## src/rtl/tx_buf_ctrl.sv

```systemverilog
// Ping-pong transmit buffer controller: accepts 32-bit words into two buffers and
// sequences load/shift strobes for the downstream shifter. Define TX_BUF_CTRL_UNDERRUN_EN for the sticky underrun flag.
module tx_buf_ctrl (
    input  logic        clk,
    input  logic        rst_n,
    input  logic        en,
    input  logic [31:0] in_data,
    input  logic        in_valid,
    output logic        in_ready,
    output logic [31:0] TXIn,
    output logic        CSTX,
    output logic        LoadTXBuf0,
    output logic        LoadTXBuf1,
    output logic        ShiftTXBuf0,
    output logic        ShiftTXBuf1,
    output logic        busy,
    output logic        word_done,
    output logic        underrun,
    input  logic        underrun_clr
);
    typedef enum logic {IDLE = 1'b0, SHIFT = 1'b1} state_t;

    state_t     state, state_nx;
    logic [1:0] full, load_q;
    logic       wr_ptr, rd_ptr;
    logic [4:0] bit_cnt;
    logic       accept, last_bit;

    assign in_ready    = en & ~full[wr_ptr];
    assign accept      = in_valid & in_ready;
    assign busy        = (state == SHIFT);
    assign last_bit    = (bit_cnt == 5'd31);
    assign word_done   = busy & last_bit;
    assign ShiftTXBuf0 = busy & ~rd_ptr;
    assign ShiftTXBuf1 = busy & rd_ptr;
    assign LoadTXBuf0  = load_q[0];
    assign LoadTXBuf1  = load_q[1];

    // A buffer being written at this edge never starts shifting at the same edge,
    // so its shift strobes always follow its load strobe.
    always_comb begin
        state_nx = state;
        case (state)
            IDLE:
                if (full[rd_ptr] && !(accept && wr_ptr == rd_ptr))
                    state_nx = SHIFT;
            SHIFT:
                if (last_bit)
                    state_nx = (full[~rd_ptr] && !(accept && wr_ptr == ~rd_ptr)) ? SHIFT : IDLE;
            default:
                state_nx = IDLE;
        endcase
    end

    always_ff @(posedge clk) begin
        if (!rst_n) begin
            state   <= IDLE;
            full    <= '0;
            load_q  <= '0;
            wr_ptr  <= 1'b0;
            rd_ptr  <= 1'b0;
            bit_cnt <= '0;
            TXIn    <= '0;
            CSTX    <= 1'b0;
        end else begin
            state   <= state_nx;
            load_q  <= '0;
            // Wraps 31 -> 0 so back-to-back words need no reload.
            bit_cnt <= busy ? bit_cnt + 5'd1 : 5'd0;
            CSTX    <= en | busy | (|full) | (|load_q);
            if (accept) begin
                TXIn           <= in_data;
                full[wr_ptr]   <= 1'b1;
                load_q[wr_ptr] <= 1'b1;
                wr_ptr         <= ~wr_ptr;
            end
            if (word_done) begin
                full[rd_ptr] <= 1'b0;
                rd_ptr       <= ~rd_ptr;
            end
        end
    end

`ifdef TX_BUF_CTRL_UNDERRUN_EN
    always_ff @(posedge clk) begin
        if (!rst_n)
            underrun <= 1'b0;
        else if (word_done && !full[~rd_ptr] && en)
            underrun <= 1'b1;
        else if (underrun_clr)
            underrun <= 1'b0;
    end
`else
    logic unused_underrun_clr;
    assign unused_underrun_clr = underrun_clr;
    assign underrun            = 1'b0;
`endif

endmodule

```

## config.mk

```make
export PLATFORM = sky130hd
export DESIGN_NAME = tx_buf_ctrl
export DESIGN_NICKNAME = d
export VERILOG_FILES = /design/src/rtl/tx_buf_ctrl.sv
export SDC_FILE = /design/constraint.sdc
export NUM_CORES = 1
export LEC_CHECK = 0
export BUFFER_PORTS_ARGS = -buffer_cell sky130_fd_sc_hd__buf_2
export CORE_UTILIZATION = 50
export DETAILED_ROUTE_END_ITERATION = 16
export PLACE_DENSITY = 0.82
export SYNTH_ARGS = -nofsm -noshare
export SYNTH_HDL_FRONTEND = slang
export SYNTH_SLANG_ARGS = --single-unit
```

## constraint.sdc

```tcl
create_clock -name clk -period 4.35 [get_ports clk]
set_clock_uncertainty 0.15 [all_clocks]
set_input_delay 0.87 -clock clk [delete_from_list [all_inputs] [get_ports clk]]
set_output_delay 0.87 -clock clk [all_outputs]
set_load 0.03 [all_outputs]
```

-- Yosys cells after proc, flatten, opt, wreduce, memory -nomap -nowiden
Cells that the tools add are included.
Widths: inputs -> output; s select.
- bits in latches: 0
- logic and storage cells: 61
- RAM bits: 0
- memory bits (read-only): 0
- memories kept: 0
- flip-flop bits (word level): 45
- input port bits: 37
- magnitude comparators: 5
- $mul: 0
- $add $sub $neg: 1
- equality and inequality tests: 3
- bitwise logic cells: 15
- reductions and logical operators: 12
- div/mod/pow operators: 0
- mux-type cells: 17
- shift-type cells: 0
- operators with widths (kind ; number):
    $mux 1 ; 11
    $logic_and 1x1->1 ; 6
    $lt 1x2->1 const B ; 3
    $mux 2 ; 3
    $add 5x1->5 const B ; 1
    $and 1x1->1 ; 5
    $eq 5x5->1 const B ; 1
    $not 1->1 ; 4
    $reduce_and 2->1 ; 2
    $reduce_or 2->1 ; 2
    $or 1x1->1 ; 3
    $and 2x2->2 ; 1
    $demux 1 s1 ; 2
    $eq 1x1->1 ; 2
    $ge 1x1->1 const B ; 2
    $logic_not 1->1 ; 2
    $not 2->2 ; 1
    $or 2x2->2 ; 1
    $pmux 1 s2 ; 1

-- Depth between registers and ports, before layout
Gate-level depths: netlist (run 1).
- word-level depth: 11
- mapped depth: 6
- gate-level depth less buffers: 6

-- Worst setup path before layout (run 1)
No wires, ideal clock.
- kind: flip-flop to output port
- start point: register state, in the netlist busy
- end point: output port ShiftTXBuf0
- buffers on the path: 1
- stages on the path, launching flop included: 3
- arrival: 1.235 ns
- setup slack: 2.095 ns
- data required time: 3.330 ns
- path through: dfxtp_1 > clkbuf_1 > nor2b_1
- cells in the longest elaborated chain, start to end: 1
- ends and longest elaborated chain (what ; line ; text):
    from (decl) ; 23 ; state_t state, state_nx;
    from (signal assigned) ; 66 ; state <= state_nx;
    $and 1x1->1 ; 34 ; assign ShiftTXBuf0 = busy & ~rd_ptr;
    to (decl) ; 14 ; output logic ShiftTXBuf0,
Every way passes these cells.

-- Final worst setup path (run 1)
- start point: register bit_cnt[0]
- end point: output port word_done
- cells in the longest elaborated chain, start to end: 2
- ends and longest elaborated chain (what ; line ; text):
    from (decl) ; 26 ; logic [4:0] bit_cnt;
    from (signal assigned) ; 69 ; bit_cnt <= busy ? bit_cnt + 5'd1 : 5'd0;
    $eq 5x5->1 ; 32 ; assign last_bit = (bit_cnt == 5'd31);
    $and 1x1->1 ; 33 ; assign word_done = busy & last_bit;
    to (decl) ; 17 ; output logic word_done,
Every way passes these cells.

==> results of run 1 <==
-- how the worst min path moves through the flow --
| stage | startpoint | to | slack (ns) | depth (start not counted) |
|---|---|---|---|---|
| floorplan | bit_cnt[0]$_SDFF_PN0_ | bit_cnt[0]$_SDFF_PN0_ | 0.27 | 1 |
| global placement | bit_cnt[0]$_SDFF_PN0_ | bit_cnt[0]$_SDFF_PN0_ | 0.29 | 1 |
| CTS | TXIn[3]$_SDFFE_PN0N_ | TXIn[3]$_SDFFE_PN0N_ | 0.31 | 2 |
| global route | TXIn[3]$_SDFFE_PN0N_ | TXIn[3]$_SDFFE_PN0N_ | 0.32 | 2 |
| detailed placement | TXIn[3]$_SDFFE_PN0N_ | TXIn[3]$_SDFFE_PN0N_ | 0.30 | 2 |
| finish | TXIn[22]$_SDFFE_PN0N_ | TXIn[22]$_SDFFE_PN0N_ | 0.31 | 2 |
-- tightest hold or removal path: stages (launching register included) --
cell,delay [ns]
dfxtp_1,0.33
nand2_1,0.05
mux2i_1,0.05
-- synth_stat cells --
cell | n | share of area (%)
a211oi_1 | 1 | 0.41
a21oi_1 | 2 | 0.55
a31oi_1 | 1 | 0.34
and2_1 | 1 | 0.34
and2_2 | 1 | 0.41
and3_1 | 4 | 1.4
and3_2 | 1 | 0.41
buf_12 | 3 | 3.3
buf_2 | 1 | 0.27
buf_4 | 1 | 0.41
buf_6 | 1 | 0.62
clkbuf_1 | 8 | 1.7
conb_1 | 1 | 0.21
dfxtp_1 | 45 | 50
ha_1 | 2 | 1.4
inv_1 | 3 | 0.62
mux2i_1 | 33 | 18
nand2_1 | 68 | 14
nand3_1 | 1 | 0.27
nor2_1 | 6 | 1.2
nor2b_1 | 1 | 0.34
nor4_1 | 2 | 0.69
o21bai_1 | 1 | 0.41
o221a_2 | 1 | 0.62
o221ai_1 | 2 | 0.96
xnor2_1 | 1 | 0.48
xor2_1 | 2 | 0.96
-- per-layer routing --
| metal | global-route usage, % | up-vias | wire length [µm] |
|---|---|---|---|
| met4 | 6.977 | 0 | 52 |
| li1 | - | 769 | - |
| met5 | 0 | - | 0 |
| met3 | 7.169 | 6 | 273 |
| met1 | 20.90 | 636 | 1569 |
| met2 | 30.49 | 54 | 1344 |
-- sequential cells by signal, indices dropped and copies added, names as in the netlist --
signal,flops
full,2
CSTX,1
wr_ptr,1
busy,1
TXIn,32
load_q,2
bit_cnt,5
rd_ptr,1
-- cell families after synthesis --
| group | after synthesis | synth area share, % |
|---|---|---|
| AOI/OAI and AO/OA | 8 | 3.302 |
| xor gates and xnor gates | 3 | 1.445 |
| adders and majority gates | 2 | 1.375 |
| buffers and inverters | 17 | 6.878 |
| DFF | 45 | 49.52 |
| muxes | 33 | 18.16 |
| other | 1 | 0.2061 |
| and+or+nand+nor | 85 | 19.12 |
-- final cells by class --
cell class,instances,area [µm²]
well taps,46,57.56
clock buffers,8,48.80
inverters,3,11.26
fillers,300,1220
flip-flops and latches,45,900.9
multi-input cells,132,794.5
repair buffers,76,382.9
-- per-stage QoR --
step | cells | total power [µW] | utilization (%) | worst slack (ns) | instance area [µm²]
floorplan | 194 | 551.4 | - | 2.095 | 1819
global placement | 302 | 582.5 | 62.86 | 1.999 | 2147
detailed placement | 302 | 584.9 | 62.86 | 1.965 | 2147
CTS | 310 | 771.6 | 64.29 | 1.630 | 2196
global route | 310 | 801.6 | 64.29 | 1.574 | 2196
finish | 310 | 760.9 | 64.29 | 1.656 | 2196
-- placed cells by master, fill, tap and decap left out, types with 3 or more instances in the layout --
cell type  synthesis  final
and3_1             4      3
nand2_1           68     68
mux2i_1           33     33
buf_2              1     75
nor2_1             6      6
clkbuf_1           8      3
inv_1              3      3
clkbuf_4           0      5
dfxtp_1           45     45
-- report_power, final --
part           switching, µW  internal (µW)
combinational           82.6           47.5
sequential              12.2            432
clock                    122           64.6
==> results.sh, run 1 <==
export IMPL_rrSetupSlack_ns=2.29
export IMPL_core_area_um2=3416
export IMPL_slew_viol_final=0
export IMPL_drc=0
export IMPL_syn_instance_count=194
export IMPL_p_leak_uw=0.001079
export IMPL_place_hpwl_mm=2.191
export IMPL_slowest_stage="dfxtp_1"
export IMPL_path_cells="ha_1 -> and3_1 -> ha_1 -> nand2_1 -> inv_1 -> buf_2"
export IMPL_area_growth_pct=20.70
export IMPL_totalWireLength_mm=3.239
export IMPL_timing_rr_end="TXIn[11]$_SDFFE_PN0N_"
export IMPL_clk_transition_reported_paths_ns=0.12
export IMPL_cts_sinks=45
export IMPL_ios=78
export IMPL_first_iter_violations=84
export IMPL_hold_buffers=0
export IMPL_fmax_mhz=371.2
export IMPL_cts_setup_buffers=0
export IMPL_gr_usage_all_layers_pct=18.25
export IMPL_maxCapViolations=0
export IMPL_hold_class="flop to flop"
export IMPL_setup_tns_ns=0
export IMPL_clockBufferDepth=2
export IMPL_die_area_um2=3884
export IMPL_vdd_ir_drop_max_mv=0.1960
export IMPL_fp_dieH_um=62.32
export IMPL_crit_start="bit_cnt[0]$_SDFF_PN0_"
export IMPL_tritoncts="yes"
export IMPL_worstPathMaxFanout=5
export IMPL_rows=21
export IMPL_vias_per_cell=4.726
export IMPL_r2r_start="wr_ptr$_SDFFE_PN0N_"
export IMPL_grt_pass1_wl_mm=5.595
export IMPL_status="complete, no violations"
export IMPL_path_depth=6
export IMPL_power_density_nw_per_um2=346.5
export IMPL_syn_area_um2=1819
export IMPL_vias=1465
export IMPL_worstMarginPinSlew_ns=0.9734
export IMPL_finalCritPeriodShare_pct=61.94
export IMPL_finalSetupViolCount=0
export IMPL_grt_max_degree=44
export IMPL_yosys_register_bits=45
export IMPL_detail_route_wl_per_cell_um=10.45
export IMPL_syn_num_nets=233
export IMPL_n_antenna_cell=0
export IMPL_finalCriticalPeriod_ns=2.694
export IMPL_worstSetupEndpointType="primary output"
export IMPL_grt_pass1_vias=1359
export IMPL_synth_warnings=0
export IMPL_first_pass_iters=4
export IMPL_path_buf_inv=2
export IMPL_critPathRequiredTime_ns=3.33
export IMPL_hold_viol=0
export IMPL_grt_ovfl_total=0
export IMPL_ant_nets=0
export IMPL_critPathKind="flop to primary output"
export IMPL_seq_area_frac_synth_pct=49.52
export IMPL_place_port_buffers=75
export IMPL_finalNetCount=302
export IMPL_cts_root_buf="clkbuf_4"
export IMPL_ff2ff_path_depth=3
export IMPL_cp_start_kind="flop"
export IMPL_antenna_found_initial=0
export IMPL_timing_hold_ws_ns=0.3125
export IMPL_worstSetupEndpoint="word_done"
export IMPL_rsz0062_at_grt="no"
export IMPL_path_delay_family="adder cells"
export IMPL_gp_congestion=0.7203
export IMPL_die_x_um=62.32
export IMPL_max_slew_margin_pct=35.10
export IMPL_crit_arrival_ns=1.67
export IMPL_crit_top_cell="ha_1"
export IMPL_yosysUniqueCellTypes=27
export IMPL_cts_htree_levels=2
export IMPL_cpPeakStageDelay_ns=0.35
export IMPL_cts_resized_gates=0
export IMPL_cts_buffers=5
export IMPL_insertion_delay_ns=0.35
export IMPL_drive_gt1_share_pct=32.20
export IMPL_start_util_pct=53.26
export IMPL_avgSynthCellArea_um2=9.378
Power figures use the tool's default switching activity.
==> run 2, diff against run 1 <==
Settings changed: CORE_UTILIZATION 50 to 47, PLACE_DENSITY 0.82 to 0.78.
Clock period 4.35 ns to 2.7 ns, I/O delays scaled along.
==> results.sh, run 2 (synthesized netlist as in run 1, its figures left out) <==
export IMPL_vdd_ir_drop_max_mv=0.3659
export IMPL_maxCapViolations=0
export IMPL_insertion_delay_ns=0.29
export IMPL_grt_pass1_vias=1284
export IMPL_clockBufferDepth=2
export IMPL_met3_usage_pct=6.786
export IMPL_p_total_uw=1330
export IMPL_finalSetupViolCount=0
export IMPL_totalWireLength_mm=3.299
export IMPL_place_port_buffers=75
export IMPL_largest_register="TXIn"
export IMPL_place_hpwl_mm=2.284
export IMPL_final_cell_mix="75 x buf_2, 68 x nand2_1, 45 x dfxtp_1"
export IMPL_fp_dieH_um=64.22
export IMPL_grt_use_met1_pct=20.58
export IMPL_cts_sinks=45
export IMPL_ios=78
export IMPL_worstSetupEndpointType="primary output"
export IMPL_busiest_layer="met2"
export IMPL_die_area_um2=4124
export IMPL_rsz0062_at_grt="no"
export IMPL_hold_viol=0
export IMPL_hold_class="flop to flop"
export IMPL_drc=0
export IMPL_gr_usage_all_layers_pct=17.03
export IMPL_first_pass_iters=4
export IMPL_cts_htree_levels=2
export IMPL_critPathRequiredTime_ns=2.01
export IMPL_grtUsageMet2_pct=26.99
export IMPL_timing_hold_ws_ns=0.3017
export IMPL_critPathKind="flop to primary output"
export IMPL_p_leak_uw=0.001103
export IMPL_fmax_mhz=434.5
export IMPL_n_antenna_cell=0
export IMPL_finalCriticalPeriod_ns=2.302
export IMPL_antenna_found_initial=0
export IMPL_detail_route_wl_per_cell_um=10.54
export IMPL_vias=1468
export IMPL_grt_pass1_wl_mm=5.451
export IMPL_gp_congestion=0.8123
export IMPL_reg_largest_list="TXIn x32, bit_cnt x5"
export IMPL_finalNetCount=303
export IMPL_grt_ovfl_total=0
export IMPL_start_util_pct=49.32
export IMPL_crit_arrival_ns=1.61
export IMPL_power_density_nw_per_um2=586.0
export IMPL_setup_tns_ns=0
export IMPL_ant_nets=0
export IMPL_drive_gt1_share_pct=33.21
export IMPL_rows=22
export IMPL_tritoncts="yes"
export IMPL_slew_viol_final=0
export IMPL_cts_root_buf="clkbuf_8"
export IMPL_status="complete, no violations"
export IMPL_cp_start_kind="flop"
export IMPL_vias_per_cell=4.690
export IMPL_first_iter_violations=41
export IMPL_final_common_cell="buf_2"
export IMPL_cts_resized_gates=0
export IMPL_die_x_um=64.22
export IMPL_cts_setup_buffers=0
export IMPL_num_fill_cells=357
export IMPL_area_growth_pct=24.76
export IMPL_grt_max_degree=51
export IMPL_largest_reg_flops=32
export IMPL_clk_transition_reported_paths_ns=0.08
export IMPL_worstPathMaxFanout=5
export IMPL_finalCritPeriodShare_pct=85.24
export IMPL_cts_buffers=5
export IMPL_core_area_um2=3689
export IMPL_hold_buffers=0
run 2: cell types whose count changed in the layout (fill, tap and decap cells not counted), sizes merged:
cell      previous run  this run
clkinvlp             0         2
clkbuf               8         6
buf                 76        77
run 2: worst max-delay path: stages (launching register included):
cell	delay (ns)
dfxtp_1	0.33
ha_1	0.22
and3_1	0.19
ha_1	0.17
nand2_1	0.15
inv_1	0.08
buf_2	0.18
run 2: layer usage:
metal  part of all wire, %  wire, µm  up-vias
li1                      -         -      765
met1                    47      1540      642
met2                    44      1457       57
met3                   8.3       274        4
met4                  0.82        27        0
met5                     0         0        -
run 2: final cells by class:
class	instances	area, µm²	share of cell area [%]
well taps	48	60.06	2.646
clock buffers	6	72.57	3.197
flip-flops and latches	45	900.9	39.69
inverters	3	11.26	0.4961
repair buffers	77	415.4	18.30
clock inverters	2	15.01	0.6615
multi-input cells	132	794.5	35.01
run 2: metrics by stage:
stage	cell area, µm²	utilization [%]	cells	setup slack, ns
final	2270	61.53	313	0.3985
after global routing	2270	61.53	313	0.3154
after CTS	2270	61.53	313	0.3924
after detailed placement	2182	59.16	305	0.7244
after global placement	2182	59.16	305	0.7330
after floorplan	1819	-	194	0.7754
run 2: worst paths after layout:
check                                            from                     to  slack, ns  cells after the start
worst min-delay path            bit_cnt[0]$_SDFF_PN0_  bit_cnt[0]$_SDFF_PN0_       0.30                      1
worst min register to register  bit_cnt[0]$_SDFF_PN0_  bit_cnt[0]$_SDFF_PN0_       0.30                      1
worst max register to register    wr_ptr$_SDFFE_PN0N_   TXIn[7]$_SDFFE_PN0N_       0.90                      4
worst max-delay path            bit_cnt[0]$_SDFF_PN0_              word_done       0.40                      6
run 2: where the power goes:
part           switching, µW  internal [µW]  total (µW)
combinational            134           80.7         214
clock                    217            182         399
sequential              20.4            696         717
